### config.mk
export PLATFORM = sky130hd
export DESIGN_NAME = secded74_dec
export DESIGN_NICKNAME = d
export VERILOG_FILES = /design/src/rtl/secded74_pkg.sv /design/src/rtl/secded74_err_cnt.sv /design/src/rtl/secded74_dec.sv
export SDC_FILE = /design/constraint.sdc
export NUM_CORES = 1
export LEC_CHECK = 0
export ABC_CLOCK_PERIOD_IN_PS = 1900
export BUFFER_PORTS_ARGS = -buffer_cell sky130_fd_sc_hd__buf_2
export CORE_MARGIN = 2
export CORE_UTILIZATION = 35
export CTS_BUF_LIST = sky130_fd_sc_hd__clkbuf_2
export DETAILED_ROUTE_END_ITERATION = 12
export GPL_TIMING_DRIVEN = 0
export PLACE_DENSITY = 0.62
export SLEW_MARGIN = 20
export SYNTH_ARGS = -nofsm -noshare
export SYNTH_HDL_FRONTEND = slang
export SYNTH_SLANG_ARGS = --single-unit
### constraint.sdc
create_clock -name i_clk -period 1.9 [get_ports i_clk]
set_input_delay 0.095 -clock i_clk [delete_from_list [all_inputs] [get_ports i_clk]]
set_output_delay 0.095 -clock i_clk [all_outputs]
set_load 0.005 [all_outputs]
### src/rtl/secded74_pkg.sv
// Shared definitions for the (7,4) Hamming SECDED codec: bit positions,
// syndrome/classification helpers and the error-class type.
package secded74_pkg;

    localparam int CODE_W = 7;
    localparam int DATA_W = 4;
    localparam int SYN_W  = 3;

    // Codeword bit index = Hamming position - 1.
    localparam int P1 = 0;
    localparam int P2 = 1;
    localparam int D0 = 2;
    localparam int P4 = 3;
    localparam int D1 = 4;
    localparam int D2 = 5;
    localparam int D3 = 6;

    typedef enum logic [1:0] {
        CLEAN  = 2'd0,
        SINGLE = 2'd1,
        DOUBLE = 2'd2
    } err_class_e;

    // Syndrome {s4,s2,s1}; a nonzero value is the Hamming position of a single flipped bit.
    function automatic logic [SYN_W-1:0] syndrome(input logic [CODE_W-1:0] code);
        logic s1, s2, s4;
        s1 = code[P1] ^ code[D0] ^ code[D1] ^ code[D3];
        s2 = code[P2] ^ code[D0] ^ code[D2] ^ code[D3];
        s4 = code[P4] ^ code[D1] ^ code[D2] ^ code[D3];
        return {s4, s2, s1};
    endfunction

    function automatic err_class_e classify(input logic [SYN_W-1:0] syn, input logic pchk);
        err_class_e cls;
        if (!pchk) begin
            cls = (syn == '0) ? CLEAN : DOUBLE;
        end else begin
            cls = SINGLE;
        end
        return cls;
    endfunction

    function automatic logic [CODE_W-1:0] encode(input logic [DATA_W-1:0] data);
        logic [CODE_W-1:0] code;
        code     = '0;
        code[D0] = data[0];
        code[D1] = data[1];
        code[D2] = data[2];
        code[D3] = data[3];
        code[P1] = data[0] ^ data[1] ^ data[3];
        code[P2] = data[0] ^ data[2] ^ data[3];
        code[P4] = data[1] ^ data[2] ^ data[3];
        return code;
    endfunction

    function automatic logic overall_parity(input logic [CODE_W-1:0] code);
        return ^code;
    endfunction

endpackage

### src/rtl/secded74_err_cnt.sv
// Saturating event counter with synchronous clear; clear wins over increment.
module secded74_err_cnt #(
    parameter int CNT_W = 16
) (
    input  logic             i_clk,
    input  logic             i_rst,
    input  logic             i_clr,
    input  logic             i_inc,
    output logic [CNT_W-1:0] o_cnt
);

    localparam logic [CNT_W-1:0] CNT_MAX = {CNT_W{1'b1}};
    localparam logic [CNT_W-1:0] CNT_ONE = {{(CNT_W-1){1'b0}}, 1'b1};

    logic [CNT_W-1:0] cnt_q, cnt_d;

    // NOTE: default assignment first so every path drives cnt_d -- no latch.
    always_comb begin
        cnt_d = cnt_q;
        if (i_clr) begin
            cnt_d = '0;
        end else if (i_inc && (cnt_q != CNT_MAX)) begin
            cnt_d = cnt_q + CNT_ONE;
        end
    end

    // NOTE: non-blocking for state so all flops update together at the edge.
    always_ff @(posedge i_clk) begin
        if (i_rst) begin
            cnt_q <= '0;
        end else begin
            cnt_q <= cnt_d;
        end
    end

    assign o_cnt = cnt_q;

endmodule

### src/rtl/secded74_dec.sv
// Two-stage pipelined SECDED (7,4) decoder with valid/ready flow control
// and saturating single/double error statistics.
module secded74_dec
    import secded74_pkg::*;
#(
    parameter int CNT_W = 16
) (
    input  logic                i_clk,
    input  logic                i_rst,
    input  logic                i_valid,
    output logic                o_ready,
    input  logic [CODE_W-1:0]   i_hamming_code,
    input  logic                i_parity,
    output logic                o_valid,
    input  logic                i_ready,
    output logic [DATA_W-1:0]   o_data,
    output logic [SYN_W-1:0]    o_syndrome,
    output logic                o_err_single,
    output logic                o_err_double,
    input  logic                i_cnt_clr,
    output logic [CNT_W-1:0]    o_cnt_single,
    output logic [CNT_W-1:0]    o_cnt_double
);

    // Stage 1: received word plus its check results.
    logic                s1_valid_q, s1_valid_d;
    logic [CODE_W-1:0]   s1_code_q;
    logic [SYN_W-1:0]    s1_syn_q;
    logic                s1_pchk_q;

    // Stage 2: decoded result presented on the outputs.
    logic                s2_valid_q, s2_valid_d;
    logic [DATA_W-1:0]   data_q, data_d;
    logic [SYN_W-1:0]    syn_q, syn_d;
    logic                single_q, single_d;
    logic                double_q, double_d;

    logic                s1_load, s2_load;
    logic                out_hs;
    logic [SYN_W-1:0]    in_syn;
    logic                in_pchk;
    err_class_e          s1_class;
    logic [CODE_W-1:0]   flip_mask;
    logic [CODE_W-1:0]   corrected;
    logic                unused_check_bits;

    assign s2_load = !s2_valid_q || i_ready;
    assign s1_load = !s1_valid_q || s2_load;
    assign o_ready = s1_load;
    assign out_hs  = s2_valid_q && i_ready;

    assign in_syn  = syndrome(i_hamming_code);
    assign in_pchk = overall_parity(i_hamming_code) ^ i_parity;

    assign s1_valid_d = s1_load ? i_valid : s1_valid_q;

    always_ff @(posedge i_clk) begin
        if (i_rst) begin
            s1_valid_q <= 1'b0;
        end else begin
            s1_valid_q <= s1_valid_d;
        end
    end

    // NOTE: payload flops carry no reset; s1_valid_q alone qualifies them.
    always_ff @(posedge i_clk) begin
        if (s1_load && i_valid) begin
            s1_code_q <= i_hamming_code;
            s1_syn_q  <= in_syn;
            s1_pchk_q <= in_pchk;
        end
    end

    always_comb begin
        s1_class  = classify(s1_syn_q, s1_pchk_q);
        flip_mask = '0;
        if ((s1_class == SINGLE) && (s1_syn_q != '0)) begin
            flip_mask = {{(CODE_W-1){1'b0}}, 1'b1} << (s1_syn_q - 3'd1);
        end
        corrected = s1_code_q ^ flip_mask;

        s2_valid_d = s2_load ? s1_valid_q : s2_valid_q;
        data_d     = data_q;
        syn_d      = syn_q;
        single_d   = single_q;
        double_d   = double_q;
        // Outputs only change when a real word moves in, so idle cycles hold the last result.
        if (s2_load && s1_valid_q) begin
            data_d   = {corrected[D3], corrected[D2], corrected[D1], corrected[D0]};
            syn_d    = s1_syn_q;
            single_d = (s1_class == SINGLE);
            double_d = (s1_class == DOUBLE);
        end
    end

    assign unused_check_bits = ^{corrected[P1], corrected[P2], corrected[P4]};

    always_ff @(posedge i_clk) begin
        if (i_rst) begin
            s2_valid_q <= 1'b0;
            data_q     <= '0;
            syn_q      <= '0;
            single_q   <= 1'b0;
            double_q   <= 1'b0;
        end else begin
            s2_valid_q <= s2_valid_d;
            data_q     <= data_d;
            syn_q      <= syn_d;
            single_q   <= single_d;
            double_q   <= double_d;
        end
    end

    assign o_valid      = s2_valid_q;
    assign o_data       = data_q;
    assign o_syndrome   = syn_q;
    assign o_err_single = single_q;
    assign o_err_double = double_q;

    secded74_err_cnt #(.CNT_W(CNT_W)) u_cnt_single (
        .i_clk (i_clk),
        .i_rst (i_rst),
        .i_clr (i_cnt_clr),
        .i_inc (out_hs && single_q),
        .o_cnt (o_cnt_single)
    );

    secded74_err_cnt #(.CNT_W(CNT_W)) u_cnt_double (
        .i_clk (i_clk),
        .i_rst (i_rst),
        .i_clr (i_cnt_clr),
        .i_inc (out_hs && double_q),
        .o_cnt (o_cnt_double)
    );

    a_flags_exclusive : assert property (@(posedge i_clk) !(o_err_single && o_err_double));

endmodule

==> run metrics <==
Seq/Total Area, Yosys=44.92%; grt met3 use=3.110%; syn_area_per_cell=9.112 sq um; Worst Max-Slew Pin Slew=0.6642 ns; Req. time, crit path=2.33 ns; fillers=660; Tcrit/Tclk final=99.58%; cell count of the worst reg-to-reg path=5; Most Used Layer, Global Route=met2; Worst Path Arrival=2.32 ns; final WL=6133 microns; Layout Nets=366; CTS tree=built; global-route wire length before repair=10210 microns; Antenna Violating Nets Remaining=0; # clock sinks=51; max-cap viol count=0; Residual DRC=0; Placer Congestion=0.8119; Clock Latency Late Sink=0.48 ns; Rel. slew slack=55.55%; antenna violations before repair=0; hold depth=3; CTS clock-pin slew for the worst setup and hold paths=0.32 ns; Layout Utilization=47.72%; die extent in x=87.69 microns; # setup viols final=0; status=finished, final reports clean; library cells used by synthesis=37; DR WL/cell=13.69 microns; vias per cell=5.350; Finished Cell Area=0.003242 sq mm; Tmin final=1.892 ns; CTS Buf Count=5; Detailed Routing Iterations Pass 1=4; Setup crit start kind=register; GRT met1 Usage=21.69%; Die Y-Extent=87.69 microns; layout cell share with drive strength beyond 1=33.52%; Area growth syn-to-layout=32.26%; Worst Skew=0.04211 ns; Placed Cells=420; ANT cells=0; Final Hold Violating Endpoints=0; register bit total from synthesis=51; setup ws final=0.007989 ns; unrepaired setup endpoints after global routing=yes; ranking of synthesized cells by area=dfxtp_1, edfxtp_1, a21oi_1; core area=0.006794 sq mm; dominant cell type by area after synthesis=dfxtp_1; Setup CP Type=reg2reg; met2 usage=26.58%; EDFF count, synth=8; post-place setup slack=-0.2692 ns; fin cells=448; VDD IR max=287.0 uV; Slew Viols, Final=0; Cell Pwr Density=567.8 mW/mm^2; syn nets=284; Syn. warnings=0; cell count after synthesis=269; htree depth=2; dpl cell area=0.002853 sq mm; Port Buf Inserts=55; ys flop type=dfxtp_1; die area=0.007689 sq mm; largest net degree at the start of global routing=19; Initial DRC Count=68; count leader, synth=dfxtp_1; share of the synthesized area in the top cell type=35.12%; GR Overflow Total=0; io pins=56; CP max FO=7; fmax=528.5 MHz; Post-synth top cells=dfxtp_1, a21oi_1, nor2_1, nand3_1, nand4_1; Clk Tree Root Cell=clkbuf_2; FFs w/ async S/R, synth=0%; Initial Util=36.08%; Overall Global Routing Usage=16.40%; Vias=2397; HPWL after detailed placement=4260 microns; clk buf depth=2; num rows=30; mapped cell area=0.002451 sq mm; Crit. End Element=register; P_leak=0.001176 uW; HP Class=in2reg; vias in the first global route=2216
-- worst paths after layout --
| path | startpoint | to | slack [ns] |
|---|---|---|---|
| worst max-delay path | o_valid | u_cnt_double.o_cnt[15] | 0.008 |
| worst min-delay path | i_hamming_code[3] | s1_syn_q[2] | 0.03 |
| worst max register to register | o_valid | u_cnt_double.o_cnt[15] | 0.008 |
| worst min register to register | o_data[0] | o_data[0] | 0.52 |
-- repair_timing --
action | in CTS | in global routing
pin swaps | 2 | 6
setup buffers | 5 | 9
hold buffers | 9 | 0
hold endpoints to repair | 11 | 0
gates resized for setup | 23 | 31
endpoints found under the setup margin | 26 | 31
-- cells by family (layout without fill, tap and decap cells) --
family	after synthesis	after routing	synth area share [%]
AO/OA/AOI/OAI	66	66	17.41
XOR/XNOR	16	16	5.717
adder cells (fa/ha/maj)	2	2	1.021
buffers and inverters	15	98	2.399
flip-flops	51	51	44.92
multiplexers	5	5	2.042
AND/OR/NAND/NOR	114	114	26.49
-- layer usage --
layer / share of wire (%) / routed length, microns / vias to the layer above
li1: - / - / 1215
met3: 3.8 / 234 / 10
met5: 0 / 0 / -
met1: 48 / 2939 / 1118
met4: 1.7 / 106 / 0
met2: 47 / 2853 / 54
-- where the power goes --
group,internal [uW],total [uW],leakage [uW],switching [uW]
Sequential,1130,1170,0.000439,35.3
Combinational,87.9,175,0.000705,86.8
Clock,105,500,0.0000315,395
-- state kept, by name, summed over array words and instances, names as in the netlist --
| name | count |
|---|---|
| o_err_single | 1 |
| o_syndrome | 3 |
| u_cnt_single.o_cnt | 16 |
| o_err_double | 1 |
| o_valid | 1 |
| o_data | 4 |
| s1_syn_q | 3 |
| s1_pchk_q | 1 |
| s1_code_q | 4 |
| u_cnt_double.o_cnt | 16 |
| s1_valid_q | 1 |
-- placed cells by master, fill, tap and decap left out, types with 2 or more instances in the layout --
| cell | count |
|---|---|
| a211oi_1 | 5 |
| a21oi_1 | 21 |
| a21oi_2 | 2 |
| and3_1 | 3 |
| and4_1 | 4 |
| buf_2 | 55 |
| buf_4 | 14 |
| buf_6 | 2 |
| clkbuf_1 | 6 |
| clkbuf_2 | 7 |
| dfxtp_1 | 24 |
| dfxtp_2 | 8 |
| dfxtp_4 | 11 |
| dlygate4sd3_1 | 9 |
| edfxtp_1 | 8 |
| ha_1 | 2 |
| inv_1 | 2 |
| mux2i_1 | 5 |
| nand2_1 | 14 |
| nand3_1 | 14 |
| nand3_4 | 2 |
| nand4_1 | 15 |
| nand4b_1 | 3 |
| nor2_1 | 19 |
| nor2b_1 | 2 |
| nor3_2 | 2 |
| nor4_1 | 3 |
| nor4_4 | 2 |
| o211ai_1 | 2 |
| o21ai_0 | 11 |
| o311ai_0 | 5 |
| o31ai_1 | 11 |
| o41ai_1 | 5 |
| or2_2 | 2 |
| or3_1 | 10 |
| or4_1 | 9 |
| or4_4 | 4 |
| xnor2_1 | 10 |
| xor2_1 | 6 |
-- metrics by stage --
step / hold slack, ns / power (uW) / setup TNS [ns]
global placement: 0.2996 / 1353 / -1.759
detailed placement: 0.3009 / 1357 / -2.366
floorplan: 0.1678 / 1293 / 0
CTS: 0.005110 / 1873 / 0
global route: 0.01274 / 1934 / -0.04297
finish: 0.03434 / 1841 / 0
-- critical path: stages (launching register included) --
cell and delay [ns]:
dfxtp_4 0.44, nand3_4 0.09, or4_4 0.52, buf_6 0.15, or4_4 0.51, a21oi_2 0.14
-- cell type report --
cell class / count / area, sq um / share of cell area (%)
Buffer: 10 / 55.05 / 1.698
Clock buffer: 5 / 25.02 / 0.7719
Clock inverter: 3 / 27.53 / 0.8491
Inverter: 2 / 7.507 / 0.2316
Multi-Input combinational cell: 203 / 1384 / 42.69
Sequential cell: 51 / 1152 / 35.55
Tap cell: 96 / 120.1 / 3.705
Timing Repair Buffer: 78 / 470.5 / 14.51
Power figures use the tool's default switching activity.
